[config.mk]
export PLATFORM = sky130hd
export DESIGN_NAME = sum_block_accumulator
export DESIGN_NICKNAME = d
export VERILOG_FILES = /design/src/rtl/sum_block_accumulator.sv
export SDC_FILE = /design/constraint.sdc
export NUM_CORES = 1
export LEC_CHECK = 0
export CAP_MARGIN = 10
export CORE_AREA = 10 10 169 171
export DETAILED_ROUTE_END_ITERATION = 12
export DIE_AREA = 0 0 179 181
export GPL_TIMING_DRIVEN = 0
export PLACE_DENSITY = 0.76
export SETUP_SLACK_MARGIN = 0.1
export SLEW_MARGIN = 0
export SYNTH_ARGS = -nofsm -noshare
export SYNTH_HDL_FRONTEND = slang
export SYNTH_SLANG_ARGS = --single-unit
[constraint.sdc]
create_clock -name clk -period 3.03 [get_ports clk]
set_clock_uncertainty 0.05 [all_clocks]
set_input_delay 0.606 -clock clk [delete_from_list [all_inputs] [get_ports clk]]
set_output_delay 0.606 -clock clk [all_outputs]
set_load 0.01 [all_outputs]
[src/rtl/sum_block_accumulator.sv]
// sum_block_accumulator: sums blocks of NUM_SAMPLES adder results and presents total/min/max/overflow per block
//   clk, rst_n          : rising-edge clock, asynchronous active-low reset
//   clear               : synchronous abort of the current block, back to IDLE
//   in_valid/in_ready   : handshake for in_data (unsigned IN_W-bit sum)
//   out_valid/out_ready : handshake for the result beat, held until accepted
//   out_sum             : saturating block total (ACC_W bits)
//   out_min/out_max     : smallest/largest sum seen in the block
//   out_ovf             : total saturated at some point in the block
//   sample_cnt          : sums accepted so far in the current block
module sum_block_accumulator #(
    parameter int IN_W        = 33,
    parameter int ACC_W       = 40,
    parameter int NUM_SAMPLES = 10,
    parameter int CNT_W       = 8
) (
    input  logic             clk,
    input  logic             rst_n,
    input  logic             clear,
    input  logic             in_valid,
    output logic             in_ready,
    input  logic [IN_W-1:0]  in_data,
    output logic             out_valid,
    input  logic             out_ready,
    output logic [ACC_W-1:0] out_sum,
    output logic [IN_W-1:0]  out_min,
    output logic [IN_W-1:0]  out_max,
    output logic             out_ovf,
    output logic [CNT_W-1:0] sample_cnt
);
    typedef enum logic [1:0] {IDLE, ACCUM, DONE} state_t;
    state_t state, state_nx;
    logic [ACC_W-1:0] acc, acc_nx;
    logic [ACC_W:0]   sum_w;
    logic [IN_W-1:0]  mn, mx, mn_nx, mx_nx;
    logic [CNT_W-1:0] cnt_inc;
    logic             ovf, sat, accept, last, restart;
    // ready/valid are pure state decodes; rst_n gating keeps in_ready low during reset
    assign in_ready  = rst_n && (state != DONE);
    assign out_valid = (state == DONE);
    assign accept    = in_valid && in_ready;
    // one extra bit captures the carry out of the accumulator
    assign sum_w   = {1'b0, acc} + {{(ACC_W + 1 - IN_W){1'b0}}, in_data};
    assign sat     = sum_w[ACC_W] || ovf;
    assign acc_nx  = sat ? '1 : sum_w[ACC_W-1:0];
    assign mn_nx   = (in_data < mn) ? in_data : mn;
    assign mx_nx   = (in_data > mx) ? in_data : mx;
    assign cnt_inc = sample_cnt + 1'b1;
    assign last    = (cnt_inc == CNT_W'(NUM_SAMPLES));
    // accumulators re-initialise on abort or when the result beat is taken
    assign restart = clear || (out_valid && out_ready);
    always_comb begin
        state_nx = state;
        if (clear)
            state_nx = IDLE;
        else if (state == DONE)
            state_nx = out_ready ? IDLE : DONE;
        else if (accept)
            state_nx = last ? DONE : ACCUM;
    end
    always_ff @(posedge clk or negedge rst_n) begin
        if (!rst_n) begin
            state      <= IDLE;
            acc        <= '0;
            mn         <= '1;
            mx         <= '0;
            ovf        <= 1'b0;
            sample_cnt <= '0;
            out_sum    <= '0;
            out_min    <= '0;
            out_max    <= '0;
            out_ovf    <= 1'b0;
        end else begin
            state <= state_nx;
            if (restart) begin
                acc        <= '0;
                mn         <= '1;
                mx         <= '0;
                ovf        <= 1'b0;
                sample_cnt <= '0;
            end else if (accept) begin
                acc        <= acc_nx;
                mn         <= mn_nx;
                mx         <= mx_nx;
                ovf        <= sat;
                sample_cnt <= cnt_inc;
                // the result registers include the closing sample's contribution
                if (last) begin
                    out_sum <= acc_nx;
                    out_min <= mn_nx;
                    out_max <= mx_nx;
                    out_ovf <= sat;
                end
            end
        end
    end
endmodule

==> run_results.csv <==
group,metric,value,unit
outcome,run_status,"finished, violations left",
outcome,violations,"negative setup slack",
cts,cts_root_buf,"clkbuf_16",
detailed_routing,via_per_inst,5.900,
floorplanning,coreArea,25040,um2
logic_synthesis,yosys.area_share.xor_xnor,2.622,%
critical_path,setup.worst_path.class,"in -> reg",
finish,antenna_cells,0,
floorplanning,io_pins,155,
cts,cts.path.max_buffers,3,
sta,fin_crit_sh,105.2,%
power,p_seq_share,40.6,%
sta,tightest_slew,0.6011,ns
grt,grt_pass1_wl,61640,um
logic_synthesis,synthAdderAreaFrac,10.01,%
finish,multiInputGateArea,7430,um2
detailed_routing,drt_first_pass_iters,5,
grt,grt_pass1_vias,11344,
floorplanning,die_w,179,um
detailed_routing,drtIter0Drc,841,
finish,layout_commonest_cell,"dfrtp_1",
cts,cts.sinks,224,
detailed_routing,antenna_left,0,
finish,syn2layout_area_growth,35.53,%
placement,port_buffers,154,
placement,place.gp.congestion,0.9339,
sta,slew_viol_final,0,
logic_synthesis,synth-compound-area-share,21.44,%
sta,finalHoldViolations,0,
logic_synthesis,synth_edf_count,0,
grt,overflow,0,
power,p_comb_share,19.6,%
grt,antenna_found_initial,1,
finish,design_area,17200,um2
power,vdd_drop_max,0.4138,mV
power,pwr_density_cell,452.7,nW/um2
critical_path,crit_path_start,"in_data[0]",
floorplanning,dieArea,32400,um2
detailed_routing,detailroute.via_count,11305,
logic_synthesis,yosys.area_share.simple,11.36,%
sta,setup_viol,23,
logic_synthesis,synthDistinctLibCells,69,
cts,clock_latency,0.54,ns
critical_path,r2r_slack,-0.15,ns
grt,grt_max_degree,53,
critical_path,end_kind,"register",
placement,place_ws,-1.501,ns
placement,placed_area,14820,um2
cts,cts_max_level,1,
placement,place_hpwl,27800,um
critical_path,crit_chain,"clkdlybuf4s15_2 -> ha_4 -> fa_2 -> a21o_1 -> a221o_1 -> a211oi_4 -> a21oi_4 -> nand3_2 -> and3_4 -> o21bai_4 -> and2_4 -> or4b_1",
sta,max-slew-margin-rel,59.92,%
cts,cts_tree,"done",
sta,rsz0062_at_grt,"true",
min_path,hold_class,"in -> async",
logic_synthesis,syn-cell-area,12690,um2
floorplanning,rows,58,
critical_path,crit_family,"compound AO/OA/AOI/OAI gates",
logic_synthesis,synthArstFlopShare,100.0,%
power,power.switching,0.002213,W
power,internal-power,0.005575,W
detailed_routing,wirelength,39880,um
finish,seqCellArea,5649,um2
logic_synthesis,ys.flop_type,"dfrtp_1",
finish,final_cell_mix,"dfrtp_1, nand2_1, o21ai_0, clkdlybuf4s50_1, inv_1",
cts,numCtsBuffers,26,
logic_synthesis,ys_ff_latch,224,
logic_synthesis,synth_top_family_by_area,"compound AO/OA/AOI/OAI gates",
logic_synthesis,synthCells,1330,
critical_path,path_max_fanout,7,
power,switching_share,28.42,%
sta,fmax,0.3137,GHz
critical_path,crit_path_start_kind,"input pin",
logic_synthesis,ys_seq_area_share,44.48,%
critical_path,crit_required,3.38,ns
sta,fin_hold_ws,0.02828,ns
grt,track_usage,23.55,%
finish,utilization,68.72,%
floorplanning,fp.dieH,181,um
floorplanning,start_util,50.70,%
power,power_frac_clock,39.8,%
finish,nNetsFinal,1705,
sta,period_minus_slack,3.187,ns
finish,nFillCells,1872,
logic_synthesis,ys_warn_count,0,
detailed_routing,drc,0,
critical_path,critPathCapture,"acc[37]$_DFFE_PN0P_",
cts,cts.clk_slew.worst_paths,0.06,ns
logic_synthesis,syn_area_per_cell,9.544,um2
detailed_routing,wire_per_inst,20.81,um
finish,drive_gt1_share,21.88,%
job,maxCapViolations,0,
critical_path,timing.rr.end,"acc[37]$_DFFE_PN0P_",
logic_synthesis,synth_nets,1469,
critical_path,path_buf_inv,1,
critical_path,r2r_cells,11,
critical_path,critical_path_cell_count,12,
critical_path,max_stage_delay,0.52,ns
critical_path,worst_r2r_startpoint,"acc[0]$_DFFE_PN0P_",
critical_path,worstPathArrival,3.54,ns
power,power.leakage,7.759,nW
critical_path,worst_path_max_delay_cell,"or4b_1",
sta,final.setup.worst_slack,-0.1573,ns
logic_synthesis,muxShareOfSynthArea,5.481,%
synth_stat cells, types with 3 or more instances:
| master | instances | area (um2) |
|---|---|---|
| ha_1 | 100 | 1251 |
| nand2b_1 | 10 | 62.56 |
| a21o_1 | 40 | 300.3 |
| dfstp_2 | 33 | 867.1 |
| o22a_1 | 35 | 306.5 |
| o21bai_1 | 8 | 60.06 |
| xor2_1 | 15 | 131.4 |
| mux2_2 | 4 | 45.04 |
| a211oi_1 | 3 | 22.52 |
| nand4_1 | 27 | 168.9 |
| a2111o_1 | 3 | 33.78 |
| nor2_1 | 76 | 285.3 |
| a21oi_1 | 74 | 370.4 |
| nand3_1 | 15 | 75.07 |
| dfrtp_1 | 191 | 4780 |
| inv_1 | 83 | 311.6 |
| mux2i_1 | 65 | 650.6 |
| o22ai_1 | 4 | 25.02 |
| a31oi_1 | 5 | 31.28 |
| or3_1 | 4 | 25.02 |
| o211ai_1 | 6 | 45.04 |
| o21ai_0 | 172 | 860.8 |
| a22o_1 | 36 | 315.3 |
| and3_1 | 9 | 56.30 |
| nor3_1 | 7 | 35.03 |
| clkbuf_1 | 48 | 180.2 |
| buf_2 | 14 | 70.07 |
| nand2_1 | 160 | 600.6 |
| xnor2_1 | 23 | 201.4 |
| buf_1 | 6 | 22.52 |
layout make-up:
cell class,count,area share [%]
Multi-Input combinational cell,955,43.19
Sequential cell,224,32.84
Timing Repair Buffer,209,12.09
Clock buffer,44,4.764
Buffer,67,2.764
Tap cell,330,2.400
Inverter,83,1.811
Clock inverter,4,0.1527
sequential cells by signal (all words and copies together) (netlist names):
register and flops:
sample_cnt 8, acc 40, mn 33, mx 33, state 2, out_max 33, out_sum 40, ovf 1
out_ovf 1, out_min 33
power by group through the flow:
| stage | Sequential, W | Clock (W) | Combinational (W) |
|---|---|---|---|
| global route | 0.00317 | 0.00328 | 0.00166 |
| global placement | 0.00320 | 0 | 0.00115 |
| detailed placement | 0.00321 | 0 | 0.00119 |
| floorplan | 0.00319 | 0 | 0.000784 |
| CTS | 0.00316 | 0.00314 | 0.00136 |
| finish | 0.00316 | 0.00310 | 0.00152 |
repair_timing:
action                                  CTS  global route
hold buffers                              1             0
gates resized for setup                 217           163
endpoints found under the setup margin  221           212
hold endpoints to repair                 28             0
pin swaps                                31            34
setup buffers                            19            29
gates cloned                              3             1
per-stage QoR:
stage               TNS [ns]  total power (W)  cells
global placement    -3612.06         0.004357   1814
finish               -0.6577         0.007788   1916
floorplan             -9.535         0.003972   1330
global route          -5.182         0.008107   1916
detailed placement   -282.26         0.004392   1816
CTS                  -0.3658         0.007650   1886
cells by family (layout without fill, tap and decap cells):
logic type	Yosys count	count (layout)
AOI/OAI and AO/OA	422	422
xor gates and xnor gates	38	38
adders and majority gates	101	101
buffers and inverters	151	407
DFF	224	224
muxes	69	69
and+or+nand+nor	325	325
layer usage:
metal  vias up  GRT usage, %  part of all wire (%)
met3        75         4.316                   7.8
li1       5223             -                     -
met2       426         37.71                    47
met5         -             0                 0.033
met1      5579         31.19                    42
met4         2         8.138                   3.1
how the worst min path moves through the flow:
stage / startpoint / to / slack [ns] / cells after the start
6_report: rst_n / out_max[12]$_DFFE_PN0P_ / 0.03 / 2
5_1_grt: rst_n / mn[10]$_DFFE_PN1P_ / 0.02 / 1
4_1_cts: rst_n / mn[10]$_DFFE_PN1P_ / 0.02 / 1
3_5_place_dp: ovf$_DFFE_PN0P_ / ovf$_DFFE_PN0P_ / 0.42 / 1
3_3_place_gp: ovf$_DFFE_PN0P_ / ovf$_DFFE_PN0P_ / 0.41 / 1
2_1_floorplan: rst_n / acc[0]$_DFFE_PN0P_ / 0.26 / 0
Note: power is estimated with default switching activity, not from simulation.
